[src/rtl/irq_request_reg.sv]
// Interrupt request register front end: per-line synchroniser, edge/level sensing,
// pending hold until acknowledge, and request freeze during INTA.

module irq_request_lane #(
    parameter int SYNC_STAGES = 2
) (
    input  logic clk,
    input  logic rst,
    input  logic line_i,
    input  logic level_i,
    input  logic init_i,
    input  logic freeze_i,
    input  logic ack_i,
    output logic irr_o
);

    logic [SYNC_STAGES-1:0] sync_q;
    logic s, edge_det, set_edge;
    logic prev_q, lvl_q;
    logic pend_q, pend_d;
    logic irr_q, irr_d;

    assign s        = sync_q[SYNC_STAGES-1];
    assign edge_det = s & ~prev_q;
    assign irr_o    = irr_q;

    always_ff @(posedge clk) begin
        if (rst) begin
            sync_q <= '0;
            prev_q <= 1'b0;
            lvl_q  <= 1'b0;
            pend_q <= 1'b0;
            irr_q  <= 1'b0;
        end else begin
            sync_q[0] <= line_i;
            for (int k = 1; k < SYNC_STAGES; k++) sync_q[k] <= sync_q[k-1];
            // Tracking s every cycle also covers init: a line already high yields no edge.
            prev_q <= s;
            lvl_q  <= level_i;
            pend_q <= pend_d;
            irr_q  <= irr_d;
        end
    end

    always_comb begin
        set_edge = 1'b0;
        pend_d   = pend_q;
        irr_d    = irr_q;
        if (init_i) begin
            irr_d  = 1'b0;
            pend_d = 1'b0;
        end else if (level_i) begin
            pend_d = 1'b0;
            if (!freeze_i) irr_d = s;
            if (ack_i)     irr_d = 1'b0;
        end else begin
            if (freeze_i) begin
                pend_d = pend_q | edge_det;
            end else begin
                set_edge = edge_det | pend_q;
                pend_d   = 1'b0;
            end
            // Leaving level mode drops the level-derived request; a fresh set beats an ack.
            if (lvl_q)    irr_d = 1'b0;
            if (ack_i)    irr_d = 1'b0;
            if (set_edge) irr_d = 1'b1;
        end
    end

endmodule

module irq_request_reg #(
    parameter int NUM_IRQ     = 8,
    parameter int IDX_W       = $clog2(NUM_IRQ),
    parameter int SYNC_STAGES = 2
) (
    input  logic               clk,
    input  logic               rst,
    input  logic [NUM_IRQ-1:0] irq_lines,
    input  logic [NUM_IRQ-1:0] trig_mode,
    input  logic               init,
    input  logic               freeze,
    input  logic               ack,
    input  logic [IDX_W-1:0]   ack_idx,
    output logic [NUM_IRQ-1:0] irr,
    output logic               any_req,
    output logic               spurious
);

    logic [NUM_IRQ-1:0] ack_hot;
    logic               hit;
    logic               spurious_q, spurious_d;

    for (genvar i = 0; i < NUM_IRQ; i++) begin : g_lane
        assign ack_hot[i] = ack && (ack_idx == IDX_W'(i));

        irq_request_lane #(
            .SYNC_STAGES(SYNC_STAGES)
        ) u_lane (
            .clk      (clk),
            .rst      (rst),
            .line_i   (irq_lines[i]),
            .level_i  (trig_mode[i]),
            .init_i   (init),
            .freeze_i (freeze),
            .ack_i    (ack_hot[i] & irr[i]),
            .irr_o    (irr[i])
        );
    end

    // Out-of-range indices decode to no lane, so they fall out as misses.
    assign hit        = |(ack_hot & irr);
    assign spurious_d = ack & ~init & ~hit;
    assign any_req    = |irr;
    assign spurious   = spurious_q;

    always_ff @(posedge clk) begin
        if (rst) spurious_q <= 1'b0;
        else     spurious_q <= spurious_d;
    end

endmodule

[config.mk]
export PLATFORM = sky130hd
export DESIGN_NAME = irq_request_reg
export DESIGN_NICKNAME = d
export VERILOG_FILES = /design/src/rtl/irq_request_reg.sv
export SDC_FILE = /design/constraint.sdc
export NUM_CORES = 1
export LEC_CHECK = 0
export ABC_AREA = 1
export CORE_MARGIN = 2
export CORE_UTILIZATION = 40
export CTS_CLUSTER_SIZE = 24
export DETAILED_ROUTE_END_ITERATION = 10
export SLEW_MARGIN = 5
export SYNTH_ARGS = -nofsm -noshare
export SYNTH_HDL_FRONTEND = slang
export SYNTH_SLANG_ARGS = --single-unit
[constraint.sdc]
create_clock -name clk -period 1.09 [get_ports clk]
set_input_delay 0.2725 -clock clk [delete_from_list [all_inputs] [get_ports clk]]
set_output_delay 0.2725 -clock clk [all_outputs]
set_load 0.01 [all_outputs]
==> results of run 1 <==
==> power groups by stage <==
stage                     Combinational (W)  Sequential (W)  Clock, W
after floorplan                    0.000216         0.00192         0
after global placement             0.000429         0.00191         0
after detailed placement           0.000432         0.00191         0
after CTS                          0.000437         0.00188   0.00136
after global routing               0.000499         0.00188   0.00142
final                              0.000444         0.00188   0.00132
==> layout make-up <==
type	count	area [um^2]	share of cell area [%]
clock buffers	7	86.3	3.22
clock inverters	1	30.0	1.12
inverters	42	158	5.87
multi-input cells	160	747	27.8
flip-flops and latches	49	993	37.0
well taps	67	83.8	3.12
repair buffers	59	587	21.9
==> cell families (layout without fill, tap and decap cells) <==
family	Yosys count	count (layout)	share of synthesized area (%)
AND/OR/NAND/NOR	144	144	31.1
AO/OA/AOI/OAI	16	16	5.09
buffers and inverters	57	109	13.9
flip-flops	49	49	49.9
==> path summary, 6_finish.rpt <==
path / start / end / slack [ps] / depth (start not counted)
setup reg to reg: g_lane[1].u_lane.irr_o$_SDFFE_PP0P_ / g_lane[1].u_lane.irr_o$_SDFFE_PP0P_ / 60 / 6
setup / recovery: g_lane[7].u_lane.irr_o$_SDFFE_PP0P_ / any_req / -310 / 3
hold reg to reg: g_lane[2].u_lane.sync_q[0]$_SDFF_PP0_ / g_lane[2].u_lane.sync_q[1]$_SDFF_PP0_ / 400 / 2
hold / removal: g_lane[2].u_lane.sync_q[0]$_SDFF_PP0_ / g_lane[2].u_lane.sync_q[1]$_SDFF_PP0_ / 400 / 2
==> layer usage <==
metal	vias up	part of all wire, %	global-route usage [%]	wire, um
li1	916	-	-	-
met1	763	50	22.4	1930
met5	-	0	0	0
met3	6	3.2	4.07	124
met2	23	46	23.8	1760
met4	0	1.2	4.85	48
==> stage by stage <==
| stage | utilization (%) | setup TNS, ps | power, W | hold WS (ps) | setup slack [ps] |
|---|---|---|---|---|---|
| 5_1_grt | 56.8 | -1060 | 0.00380 | 415 | -388 |
| 2_1_floorplan | - | 0 | 0.00213 | 379 | 133 |
| 6_report | 56.8 | -710 | 0.00364 | 403 | -309 |
| 4_1_cts | 55.5 | -798 | 0.00368 | 405 | -366 |
| 3_3_place_gp | 52.0 | -14530 | 0.00234 | 389 | -410 |
| 3_5_place_dp | 52.0 | -15110 | 0.00235 | 392 | -403 |
==> cells in the final DEF (no fill, tap or decap), types with 2 or more instances in the layout <==
master / n
nand2_1: 52
nor2_1: 49
dfxtp_1: 41
inv_1: 39
nand3_1: 32
clkdlybuf4s50_1: 16
buf_6: 16
buf_4: 16
o21bai_1: 8
a21oi_1: 7
dfxtp_2: 7
clkbuf_8: 6
nand3b_1: 4
dlymetal6s2s_1: 4
inv_2: 3
nor2_2: 3
dlygate4sd2_1: 3
buf_2: 2
buf_12: 2
==> worst max-delay path: stages, from the launching register on <==
cell and delay [ps]:
dfxtp_2 340, nor4_4 260, nand2_1 80, buf_2 140
==> state kept, by name, summed over array words and instances, names as in the netlist <==
name,flops
g_lane.u_lane.irr_o,8
g_lane.u_lane.lvl_q,8
g_lane.u_lane.pend_q,8
g_lane.u_lane.prev_q,8
g_lane.u_lane.sync_q,16
spurious,1
==> what timing repair did <==
item / CTS / global route
setup buffers: 1 / 4
pin swaps: 2 / 3
hold buffers: 0 / 0
setup endpoints to repair: 16 / 27
resized for setup: 69 / 12
==> flow_metrics.py, run 1 <==
metrics = {
    "cells_and_area": {
        "layout-drive-gt1-share_pct": 19.5,
        "final_cells": 385,
        "area_growth_pct": 36.5,
        "final_area_mm2": 0.00269,
        "n_antenna_cell": 0,
        "nNetsFinal": 341,
        "fill_cells": 464,
    },
    "sta": {
        "fin_skew_ps": 5.50,
        "fin_ws_ps": -309,
        "rsz0062_at_grt": "true",
        "finalHoldViolations": 0,
        "setup_viol": 9,
        "finalMaxSlewViolations": 0,
        "period_share_pct": 128,
        "relSlewSlack_pct": 84.2,
        "fin_crit_ps": 1400,
        "fmax_mhz": 715,
        "worst_pin_slew_ps": 237,
    },
    "route": {
        "drt_pass1_iterations": 4,
        "drt_iter0_markers": 109,
        "wl_per_cell_um": 10.1,
        "via_count": 1708,
        "viasPerCell": 4.44,
        "ant_nets": 0,
        "routed_wl_um": 3870,
        "drc_errors": 0,
    },
    "clock_network": {
        "h-tree-depth": 2,
        "cts_buffer_depth": 2,
        "clk_latency_ps": 300,
        "numCtsBuffers": 5,
        "cts_tree": "done",
        "root_buffer": "clkbuf_8",
        "cts_sinks": 49,
        "cts.reportedPaths.clkPinSlew_ps": 90,
    },
    "logic_synthesis": {
        "ys_seq_area_share_pct": 49.9,
        "syn-instance-count": 266,
        "synth.distinct_cells": 15,
        "async_flop_share_pct": 0,
        "ys_warn_count": 0,
        "synth-edff-count": 0,
        "syn_nets": 290,
        "synth_common_cells": "nand2_1 (52), nor2_1 (51), dfxtp_1 (49)",
        "synth_area_mm2": 0.00197,
        "synth_top_area_cell": "dfxtp_1",
        "synth.top_cell.area_share_pct": 49.9,
        "syn_avg_cell_area_um2": 7.39,
        "yosys-top-cells-area": "dfxtp_1 (50%), nand2_1 (9.9%), nor2_1 (9.7%), nand3_1 (8.1%), inv_1 (7.6%)",
        "yosys_register_bits": 49,
        "synthFlopType": "dfxtp_1",
        "synth.most_common_cell": "nand2_1",
    },
    "global_routing": {
        "grt_pass1_wl_um": 6670,
        "grt_max_degree": 33,
        "grt_pass1_vias": 1509,
        "grt_overflow": 0,
        "grt.total_usage_pct": 15.8,
        "antenna_found_initial": 0,
    },
    "pwr": {
        "power.switching_w": 0.000806,
        "p_per_area_mw_per_mm2": 1350,
        "clkPwrFrac_pct": 36.2,
        "sequentialPowerShare_pct": 51.6,
        "p_int_w": 0.00283,
        "p_comb_share_pct": 12.2,
        "vdd_drop_max_mv": 0.869,
        "p_sw_share_pct": 22.2,
        "p_leak_nw": 1.25,
    },
    "critical_path": {
        "cp_max_fo": 2,
        "required_ps": 820,
        "crit_path_start_kind": "flip-flop",
        "critPathKind": "flip-flop to output pin",
        "arrival_ps": 1130,
        "cp-end-kind": "output pin",
    },
    "status": {
        "violations": "setup timing",
        "status": "complete, but fails checks",
    },
    "placed_design": {
        "place_area_mm2": 0.00245,
        "dp_hpwl_um": 2870,
        "port_buffers": 33,
        "place_congestion": 0.822,
        "dp.cells": 373,
    },
    "floorplan": {
        "core_mm2": 0.00472,
        "num_rows": 25,
        "dieHeight_um": 74.1,
        "dieArea_mm2": 0.00549,
        "die_w_um": 74.1,
        "num_io_pins": 34,
        "start_util_pct": 41.6,
    },
    "flow_run": {
        "max-cap-violations": 0,
    },
    "hold_path": {
        "hold_path.class": "flip-flop to flip-flop",
    },
}
Note: power is estimated with default switching activity, not from simulation.
==> inputs of run 2 (changes only) <==
--- a/config.mk
+++ b/config.mk
@@ -8,6 +8,7 @@
 export ABC_AREA = 1
 export CORE_MARGIN = 2
 export CORE_UTILIZATION = 40
+export CTS_CLUSTER_DIAMETER = 60
 export CTS_CLUSTER_SIZE = 24
 export DETAILED_ROUTE_END_ITERATION = 10
 export SLEW_MARGIN = 5
==> results of run 2 <==
Same layout as run 1: the final DEF is identical, and so are final timing and power.
